[src/rtl/serial_add_ctrl_pkg.sv]
`default_nettype none
// ============================================================================
// Module   : serial_add_pkg
// Purpose  : Shared types and constants for the bit-serial adder sequencer.
// Revision : 1.0 - initial release
// ============================================================================
package serial_add_pkg;

    localparam int c_DEFAULT_WIDTH = 8;

    typedef enum logic [1:0] {
        S_IDLE  = 2'd0,
        S_SHIFT = 2'd1,
        S_DONE  = 2'd2
    } state_t;

    function automatic logic maj3(input logic a, input logic b, input logic c);
        return (a & b) | (a & c) | (b & c);
    endfunction

endpackage
`default_nettype wire

[src/rtl/serial_add_ctrl_if.sv]
`default_nettype none
// ============================================================================
// Module   : serial_add_ctrl_if
// Purpose  : Operand/result handshake bundle; sub exists with SERIAL_ADD_SUB_EN.
// Revision : 1.0 - initial release
// ============================================================================
interface serial_add_ctrl_if
    import serial_add_pkg::*;
#(
    parameter int WIDTH = c_DEFAULT_WIDTH
);
    logic             in_valid;
    logic             in_ready;
    logic [WIDTH-1:0] a_in;
    logic [WIDTH-1:0] b_in;
`ifdef SERIAL_ADD_SUB_EN
    logic             sub;
`endif
    logic             out_valid;
    logic             out_ready;
    logic [WIDTH-1:0] sum_out;
    logic             cout;
    logic             busy;

    modport master (
`ifdef SERIAL_ADD_SUB_EN
        output sub,
`endif
        output in_valid, a_in, b_in, out_ready,
        input  in_ready, out_valid, sum_out, cout, busy
    );

    modport slave (
`ifdef SERIAL_ADD_SUB_EN
        input  sub,
`endif
        input  in_valid, a_in, b_in, out_ready,
        output in_ready, out_valid, sum_out, cout, busy
    );
endinterface
`default_nettype wire

[src/rtl/serial_add_ctrl_bit.sv]
`default_nettype none
// ============================================================================
// Module   : serial_add_bit
// Purpose  : One-bit full-adder cell whose carry lives in a local flop.
// Revision : 1.0 - initial release
// ============================================================================
module serial_add_bit
    import serial_add_pkg::*;
(
    input  logic clk,
    input  logic reset,
    input  logic en,
    input  logic load,
    input  logic cin_init,
    input  logic a,
    input  logic b,
    output logic s,
    output logic carry
);

    logic r_carry;

    // load wins over en so a fresh operation never inherits a stale carry
    always_ff @(posedge clk) begin
        if (reset) begin
            r_carry <= 1'b0;
        end else if (load) begin
            r_carry <= cin_init;
        end else if (en) begin
            r_carry <= maj3(a, b, r_carry);
        end
    end

    assign s     = a ^ b ^ r_carry;
    assign carry = r_carry;

endmodule
`default_nettype wire

[src/rtl/serial_add_ctrl.sv]
`default_nettype none
// ============================================================================
// Module   : serial_add_ctrl
// Purpose  : Parallel-in/parallel-out sequencer around a bit-serial adder.
//            Define SERIAL_ADD_SUB_EN to add the sub (A-B) operation.
// Revision : 1.0 - initial release
// ============================================================================
module serial_add_ctrl
    import serial_add_pkg::*;
#(
    parameter int WIDTH = c_DEFAULT_WIDTH
)(
    input  logic                 clk,
    input  logic                 reset,
    serial_add_ctrl_if.slave     bus
);

    localparam int                 c_CNT_W = $clog2(WIDTH);
    localparam logic [c_CNT_W-1:0] c_LAST  = c_CNT_W'(WIDTH - 1);

    state_t             r_state;
    state_t             w_state_nxt;
    logic [WIDTH-1:0]   r_a_sr;
    logic [WIDTH-1:0]   r_b_sr;
    logic [WIDTH-1:0]   r_sum_sr;
    logic [c_CNT_W-1:0] r_bit_cnt;

    logic w_in_ready;
    logic w_out_valid;
    logic w_busy;
    logic w_accept;
    logic w_sub;
    logic w_s;
    logic w_carry;

`ifdef SERIAL_ADD_SUB_EN
    assign w_sub = bus.sub;
`else
    assign w_sub = 1'b0;
`endif

    always_ff @(posedge clk) begin
        if (reset) begin
            r_state <= S_IDLE;
        end else begin
            r_state <= w_state_nxt;
        end
    end

    // Handshake outputs depend on the state register only.
    always_comb begin
        w_state_nxt = r_state;
        w_in_ready  = 1'b0;
        w_out_valid = 1'b0;
        w_busy      = 1'b0;
        case (r_state)
            S_IDLE: begin
                w_in_ready = 1'b1;
                if (bus.in_valid) begin
                    w_state_nxt = S_SHIFT;
                end
            end
            S_SHIFT: begin
                w_busy = 1'b1;
                if (r_bit_cnt == c_LAST) begin
                    w_state_nxt = S_DONE;
                end
            end
            S_DONE: begin
                w_out_valid = 1'b1;
                if (bus.out_ready) begin
                    w_state_nxt = S_IDLE;
                end
            end
            default: begin
                w_state_nxt = S_IDLE;
            end
        endcase
    end

    assign w_accept = w_in_ready & bus.in_valid;

    // Subtraction is A + ~B + 1: B is inverted here, the +1 is the carry-in.
    always_ff @(posedge clk) begin
        if (reset) begin
            r_a_sr    <= '0;
            r_b_sr    <= '0;
            r_sum_sr  <= '0;
            r_bit_cnt <= '0;
        end else if (w_accept) begin
            r_a_sr    <= bus.a_in;
            r_b_sr    <= w_sub ? ~bus.b_in : bus.b_in;
            r_bit_cnt <= '0;
        end else if (w_busy) begin
            r_a_sr   <= r_a_sr >> 1;
            r_b_sr   <= r_b_sr >> 1;
            r_sum_sr <= {w_s, r_sum_sr[WIDTH-1:1]};
            if (r_bit_cnt != c_LAST) begin
                r_bit_cnt <= r_bit_cnt + 1'b1;
            end
        end
    end

    serial_add_bit u_bit (
        .clk      (clk),
        .reset    (reset),
        .en       (w_busy),
        .load     (w_accept),
        .cin_init (w_sub),
        .a        (r_a_sr[0]),
        .b        (r_b_sr[0]),
        .s        (w_s),
        .carry    (w_carry)
    );

    assign bus.in_ready  = w_in_ready;
    assign bus.out_valid = w_out_valid;
    assign bus.busy      = w_busy;
    assign bus.sum_out   = r_sum_sr;
    assign bus.cout      = w_carry;

endmodule
`default_nettype wire

[src/flat_wrapper.sv]
// flat-port wrapper written by rule: the top's interface ports become plain ports
module serial_add_ctrl_flat import serial_add_pkg::*;
#(
    parameter int WIDTH = c_DEFAULT_WIDTH
)
  (clk, reset, bus_in_valid, bus_a_in, bus_b_in, bus_out_ready, bus_in_ready, bus_out_valid, bus_sum_out, bus_cout, bus_busy);
  serial_add_ctrl_if #(.WIDTH(WIDTH)) bus_i ();
  input  logic clk;
  input  logic reset;
  input wire logic [$bits(bus_i.in_valid)-1:0] bus_in_valid;
  input wire logic [$bits(bus_i.a_in)-1:0] bus_a_in;
  input wire logic [$bits(bus_i.b_in)-1:0] bus_b_in;
  input wire logic [$bits(bus_i.out_ready)-1:0] bus_out_ready;
  output wire logic [$bits(bus_i.in_ready)-1:0] bus_in_ready;
  output wire logic [$bits(bus_i.out_valid)-1:0] bus_out_valid;
  output wire logic [$bits(bus_i.sum_out)-1:0] bus_sum_out;
  output wire logic [$bits(bus_i.cout)-1:0] bus_cout;
  output wire logic [$bits(bus_i.busy)-1:0] bus_busy;
  assign bus_i.in_valid = bus_in_valid;
  assign bus_i.a_in = bus_a_in;
  assign bus_i.b_in = bus_b_in;
  assign bus_i.out_ready = bus_out_ready;
  assign bus_in_ready = bus_i.in_ready;
  assign bus_out_valid = bus_i.out_valid;
  assign bus_sum_out = bus_i.sum_out;
  assign bus_cout = bus_i.cout;
  assign bus_busy = bus_i.busy;
  serial_add_ctrl #(.WIDTH(WIDTH)) u_core (.clk(clk), .reset(reset), .bus(bus_i));
endmodule
[config.mk]
export PLATFORM = sky130hd
export DESIGN_NAME = serial_add_ctrl_flat
export DESIGN_NICKNAME = d
export VERILOG_FILES = /design/src/rtl/serial_add_ctrl_pkg.sv /design/src/rtl/serial_add_ctrl_if.sv /design/src/rtl/serial_add_ctrl_bit.sv /design/src/rtl/serial_add_ctrl.sv /design/src/flat_wrapper.sv
export SDC_FILE = /design/constraint.sdc
export NUM_CORES = 1
export LEC_CHECK = 0
export CELL_PAD_IN_SITES_DETAIL_PLACEMENT = 1
export CELL_PAD_IN_SITES_GLOBAL_PLACEMENT = 2
export CORE_MARGIN = 1
export CORE_UTILIZATION = 25
export CTS_CLUSTER_DIAMETER = 40
export DETAILED_ROUTE_END_ITERATION = 16
export HOLD_SLACK_MARGIN = 0.15
export PLACE_DENSITY = 0.71
export SYNTH_ARGS = -nofsm -noshare
export SYNTH_HDL_FRONTEND = slang
export SYNTH_SLANG_ARGS = --single-unit
[constraint.sdc]
create_clock -name clk -period 1.4 [get_ports clk]
set_input_delay 0.28 -clock clk [delete_from_list [all_inputs] [get_ports clk]]
set_output_delay 0.28 -clock clk [all_outputs]
set_load 0.005 [all_outputs]
==> results.yml, run 1 <==
route:
  routed_via_density: 4.58
  drtIter0Drc: 31
  vias: 1215
  drc_errors: 0
  first_pass_iters: 4
  wire_per_inst_um: 13.7
  drtAntennaViolNets: 0
  routed_wl_um: 3620
critical_path:
  path_cells: "buf_4 > or3b_4 > buf_4 > nor2_1 > a211oi_1"
  endpoint_kind: "flip-flop"
  crit_slowest_cell: "or3b_4"
  path_common_cell: "buf_4"
  max_stage_delay_ps: 410
  crit_type: "flip-flop to flip-flop"
  setup.worst_path.start_class: "flip-flop"
  cp_max_fo: 7
  worst_ep_arrival_time_ps: 1570
  cp.required_ps: 1570
global_routing:
  grt_usage_pct: 13.9
  antenna_found_initial: 0
  overflow: 0
  grt_max_degree: 25
  grt_pass1_wl_um: 5690
  grt_pass1_vias: 1216
die:
  die_area_mm2: 0.00556
  core_mm2: 0.00507
  rows: 26
  fp.dieH_um: 74.6
  ioPinCount: 32
  start_util_pct: 26.0
  die_x_um: 74.6
power:
  p_clk_share_pct: 37.7
  switchingPower_uw: 530
  p_leak_nw: 0.772
  combPwrFrac_pct: 15.4
  vdd_drop_max_mv: 0.375
  p_seq_share_pct: 46.9
  p_int_mw: 1.46
  power_per_cell_area_mw_per_mm2: 1020
  swShare_pct: 26.6
synthesis:
  syn_inst: 154
  ys_ff_latch: 30
  synthArstFlopShare_pct: 0
  avgSynthCellArea_um2: 8.56
  ys.flop_type: "dfxtp_1"
  synth.cell_area_mm2: 0.00132
  synth_area_leaders: "dfxtp_1 46%, nand2_1 8.8%, a21oi_1 8.7%"
  synth_edf_count: 0
  yosysWarnings: 0
  ys_seq_area_share_pct: 45.6
  synthMostInstantiatedCell: "nand2_1"
  synth_top_area_cell: "dfxtp_1"
  yosys.area.top_type_share_pct: 45.6
  synthDistinctLibCells: 26
  synth_common_cells: "31 x nand2_1, 30 x dfxtp_1, 23 x a21oi_1"
  synth_nets: 177
clock_tree:
  numClockSinks: 30
  cts_buffer_depth: 2
  clock_latency_ps: 290
  htree_levels: 2
  cts_tree: "done"
  numCtsBuffers: 5
  path_clk_slew_ps: 70
  cts_root_buf: "clkbuf_8"
sta:
  final_hold_viol_count: 0
  period_minus_slack_ps: 1400
  fmax_mhz: 714
  maxSlewViolCount: 0
  setup-violations-final: 0
  fin_crit_sh_pct: 100
  skew_ps: 6.88
  whs_ps: 452
  setup_tns_ps: 0
  max_slew.worst_pin.slew_ps: 276
  rsz0062_at_grt: "true"
  max_slew_margin_pct: 81.6
place:
  placedCellCount: 255
  portBuffers: 31
  place_area_mm2: 0.00177
  place_hpwl_um: 2400
  gp_congestion: 0.694
final_layout:
  nFillCells: 620
  regArea_um2: 619
  area_growth_pct: 47.5
  antenna_cells: 0
  design_area_mm2: 0.00194
  multiInputGateArea_um2: 669
  fin_nets: 217
  final_cells: 265
  layout-drive-gt1-share_pct: 25.1
run_status:
  status: "finished clean"
hold_path:
  min_path_type: "flip-flop to flip-flop"
flow_run:
  cap_violations: 0
[final cells by class]
| type | count | share of cell area, % |
|---|---|---|
| inverters | 5 | 0.966 |
| well taps | 70 | 4.51 |
| flip-flops and latches | 30 | 31.9 |
| repair buffers | 46 | 23.3 |
| clock buffers | 6 | 4.25 |
| multi-input cells | 106 | 34.4 |
| clock inverters | 2 | 0.644 |
[final timing paths]
kind	startpoint	endpoint	slack, ps	depth (start not counted)
worst max-delay path	u_core.r_state[0]$_SDFFE_PP0P_	u_core.r_b_sr[1]$_SDFFE_PP0P_	0.05	5
worst min-delay path	u_core.bus.sum_out[0]$_SDFFE_PP0P_	u_core.bus.sum_out[0]$_SDFFE_PP0P_	450	2
worst max register to register	u_core.r_state[0]$_SDFFE_PP0P_	u_core.r_b_sr[1]$_SDFFE_PP0P_	0.05	5
worst min register to register	u_core.bus.sum_out[0]$_SDFFE_PP0P_	u_core.bus.sum_out[0]$_SDFFE_PP0P_	450	2
[routing by layer]
layer,vias to the layer above,track usage [%],routed length [um]
met4,0,3.77,33
met1,574,16.7,1630
met2,30,23.5,1770
met5,-,0,0
li1,604,-,-
met3,7,4.88,187
[cells in the final DEF, fill, tap and decap left out, types with 3 or more instances in the layout]
cell / instances
a21oi_1: 23
clkdlybuf4s50_1: 19
nor2_1: 12
clkbuf_8: 6
buf_12: 3
nand2_1: 31
mux2i_1: 4
dfxtp_1: 19
dfxtp_2: 9
buf_4: 11
dlygate4sd2_1: 11
inv_1: 4
a211oi_1: 10
nor3_1: 4
[stage by stage]
stage,utilization [%],worst slack (ps),total power [mW]
2_1_floorplan,-,37.1,1.10
3_3_place_gp,34.9,-222,1.24
3_5_place_dp,34.9,-276,1.25
4_1_cts,37.2,0.945,2.00
5_1_grt,38.3,-54.2,2.09
6_report,38.3,0.0463,1.99
[logic make-up after synthesis]
family / synth area share (%)
DFF: 45.6
adders and majority gates: 3.42
and+or+nand+nor: 19.9
AOI/OAI and AO/OA: 19.8
buffers and inverters: 7.60
muxes: 3.04
xor gates and xnor gates: 0.665
[worst max-delay path: cells and delay by family (launching register included)]
family	cells	cell delay, ps
flip-flops	1	360
AND/OR/NAND/NOR	2	510
buffers and inverters	2	340
AO/OA/AOI/OAI	1	60
[state kept, by name (all words and copies together), names as in the netlist]
| name | flops |
|---|---|
| u_core.bus.sum_out | 8 |
| u_core.r_a_sr | 8 |
| u_core.r_b_sr | 8 |
| u_core.r_bit_cnt | 3 |
| u_core.r_state | 2 |
| u_core.u_bit.carry | 1 |
[power by group through the flow]
stage	sequential [mW]	clock [mW]	combinational, mW
detailed placement	0.950	0	0.299
floorplan	0.941	0	0.164
global route	0.938	0.810	0.338
finish	0.933	0.749	0.307
CTS	0.930	0.766	0.299
global placement	0.946	0	0.289
[timing repair]
action,CTS,global route
hold buffers,0,0
pin swaps,0,1
buffers inserted,0,1
resized for setup,28,11
setup endpoints to repair,13,14
cloned,0,1
No activity file was read; power rests on OpenSTA's default activity.
==> run 2, diff against run 1 <==
--- a/config.mk
+++ b/config.mk
@@ -13,6 +13,7 @@
 export DETAILED_ROUTE_END_ITERATION = 16
 export HOLD_SLACK_MARGIN = 0.15
 export PLACE_DENSITY = 0.71
+export SETUP_SLACK_MARGIN = 0.5
 export SYNTH_ARGS = -nofsm -noshare
 export SYNTH_HDL_FRONTEND = slang
 export SYNTH_SLANG_ARGS = --single-unit
==> run 2 against run 1 <==
Against the previous run:
- the flow now finishes with violations (negative setup slack)
- critical path type unchanged
- clock power rose by 47%
- clock skew is 2.7 ps higher
- sequential power rose by 1%
- highest routed layer unchanged
- setup slack worse by 62 ps
==> results.yml, run 2 (synthesis results as in run 1) <==
critical_path:
  setup.worst_path.start_class: "flip-flop"
  crit_slowest_cell: "dfxtp_2"
  rr_worst_depth: 6
  cp_max_fo: 4
  crit_type: "flip-flop to flip-flop"
  path_common_cell: "buf_6"
  endpoint_kind: "flip-flop"
  rr_startpoint: "u_core.r_state[1]$_SDFFE_PP0P_"
  worst_ep_arrival_time_ps: 1630
  cp.required_ps: 1570
  max_stage_delay_ps: 330
  worstReg2RegEnd: "u_core.r_bit_cnt[1]$_SDFFE_PP0P_"
  path_cells: "buf_6 > buf_6 > buf_6 > nor3b_4 > mux2i_1 > nor3_1"
  r2r_slack_ps: -60
run_status:
  violations: "negative setup slack"
  status: "complete, but fails checks"
die:
  ioPinCount: 32
  fp.dieH_um: 74.6
  die_x_um: 74.6
  start_util_pct: 26.0
  rows: 26
  die_area_mm2: 0.00556
  core_mm2: 0.00507
power:
  p_leak_nw: 1.06
  vdd_drop_max_mv: 0.467
  power_per_cell_area_mw_per_mm2: 969
  finalPower_mw: 2.60
sta:
  fmax_mhz: 684
  max_slew_margin_pct: 80.3
  rsz0062_at_grt: "true"
  setup-violations-final: 6
  final_hold_viol_count: 0
  setup_tns_ps: -151
  skew_ps: 9.55
  fin_crit_sh_pct: 104
  worst_slack_ps: -61.6
  period_minus_slack_ps: 1460
  maxSlewViolCount: 0
  max_slew.worst_pin.slew_ps: 295
final_layout:
  antenna_cells: 0
  fin_nets: 244
  mostFrequentLayoutCells: "20 x nand2_1, 20 x buf_4, 19 x clkdlybuf4s50_1"
  area_growth_pct: 104
  design_area_mm2: 0.00268
  layout-drive-gt1-share_pct: 61.3
  nFillCells: 549
clock_tree:
  path_clk_slew_ps: 70
  numClockSinks: 30
  hold_buffers: 0
  clock_latency_ps: 290
  cts_tree: "done"
  cts_buffer_depth: 2
  numCtsBuffers: 5
  htree_levels: 2
  cts_root_buf: "clkbuf_8"
global_routing:
  overflow: 0
  grt_max_degree: 17
  grt_usage_pct: 17.7
  grt_pass1_vias: 1463
  grt_pass1_wl_um: 7210
  antenna_found_initial: 0
hold_path:
  min_path_type: "flip-flop to flip-flop"
  hold_start: "u_core.bus.sum_out[0]$_SDFFE_PP0P_"
  timing.hold.worst_path_depth: 2
  hold_end: "u_core.bus.sum_out[0]$_SDFFE_PP0P_"
place:
  gp_congestion: 0.716
  place_hpwl_um: 2470
  place_area_mm2: 0.00179
  portBuffers: 31
route:
  drc_errors: 0
  routed_wl_um: 5070
  routed_via_density: 4.75
  wire_per_inst_um: 17.4
  vias: 1386
  drtAntennaViolNets: 0
  first_pass_iters: 3
  drtIter0Drc: 28
flow_run:
  cap_violations: 0
[run 2: worst max-delay path by stage]
stage                                                start                               end  slack (ps)  cells after the start
final                       u_core.r_state[1]$_SDFFE_PP0P_  u_core.r_bit_cnt[1]$_SDFFE_PP0P_         -60                      6
after global routing      u_core.r_bit_cnt[1]$_SDFFE_PP0P_  u_core.r_bit_cnt[0]$_SDFFE_PP0P_        -150                      6
after CTS                   u_core.r_state[1]$_SDFFE_PP0P_     u_core.r_b_sr[6]$_SDFFE_PP0P_         -40                      5
after detailed placement                      bus_in_valid     u_core.r_b_sr[6]$_SDFFE_PP0P_        -270                      4
after global placement                        bus_in_valid     u_core.r_b_sr[6]$_SDFFE_PP0P_        -210                      5
after floorplan             u_core.r_state[0]$_SDFFE_PP0P_     u_core.r_a_sr[7]$_SDFFE_PP0P_         100                      6
[run 2: stage by stage]
stage	setup slack (ps)	instances	hold slack (ps)	util [%]
global placement	-209	254	442	35.2
finish	-61.6	292	472	52.9
CTS	-36.7	281	454	45.2
detailed placement	-267	254	452	35.2
floorplan	98.4	154	416	-
global route	-149	292	489	52.9
[run 2: layer usage]
layer	part of all wire [%]	vias to the layer above	GRT usage [%]
li1	-	665	-
met2	55	34	34.8
met5	0	-	0
met1	40	679	18.7
met3	3.3	8	4.07
met4	1.8	0	4.40
[run 2: power by group]
| group | total [mW] | switching, mW | internal, mW |
|---|---|---|---|
| clock network | 1.10 | 0.345 | 0.759 |
| registers | 0.943 | 0.0418 | 0.901 |
| logic | 0.553 | 0.241 | 0.312 |
[run 2: critical path: cells and delay by family (launching register included)]
kind,cells,cell delay [ps]
buffers and inverters,3,350
multiplexers,1,270
flip-flops,1,330
AND/OR/NAND/NOR,2,400
[run 2: area by class of cell]
type | instances | area, um2 | share of cell area [%]
clock inverter | 2 | 60.1 | 2.24
tap | 70 | 87.6 | 3.26
clock buffer | 6 | 82.6 | 3.08
timing repair buffer | 73 | 830 | 30.9
sequential | 30 | 619 | 23.1
multi-input combinational | 106 | 978 | 36.5
inverter | 5 | 26.3 | 0.979
[run 2: what timing repair did]
action                                  4_1_cts  5_1_grt
buffers inserted                             16        8
endpoints found under the setup margin       42       42
pin swaps                                    10       13
resized for setup                           113       58
cloned                                        3        3
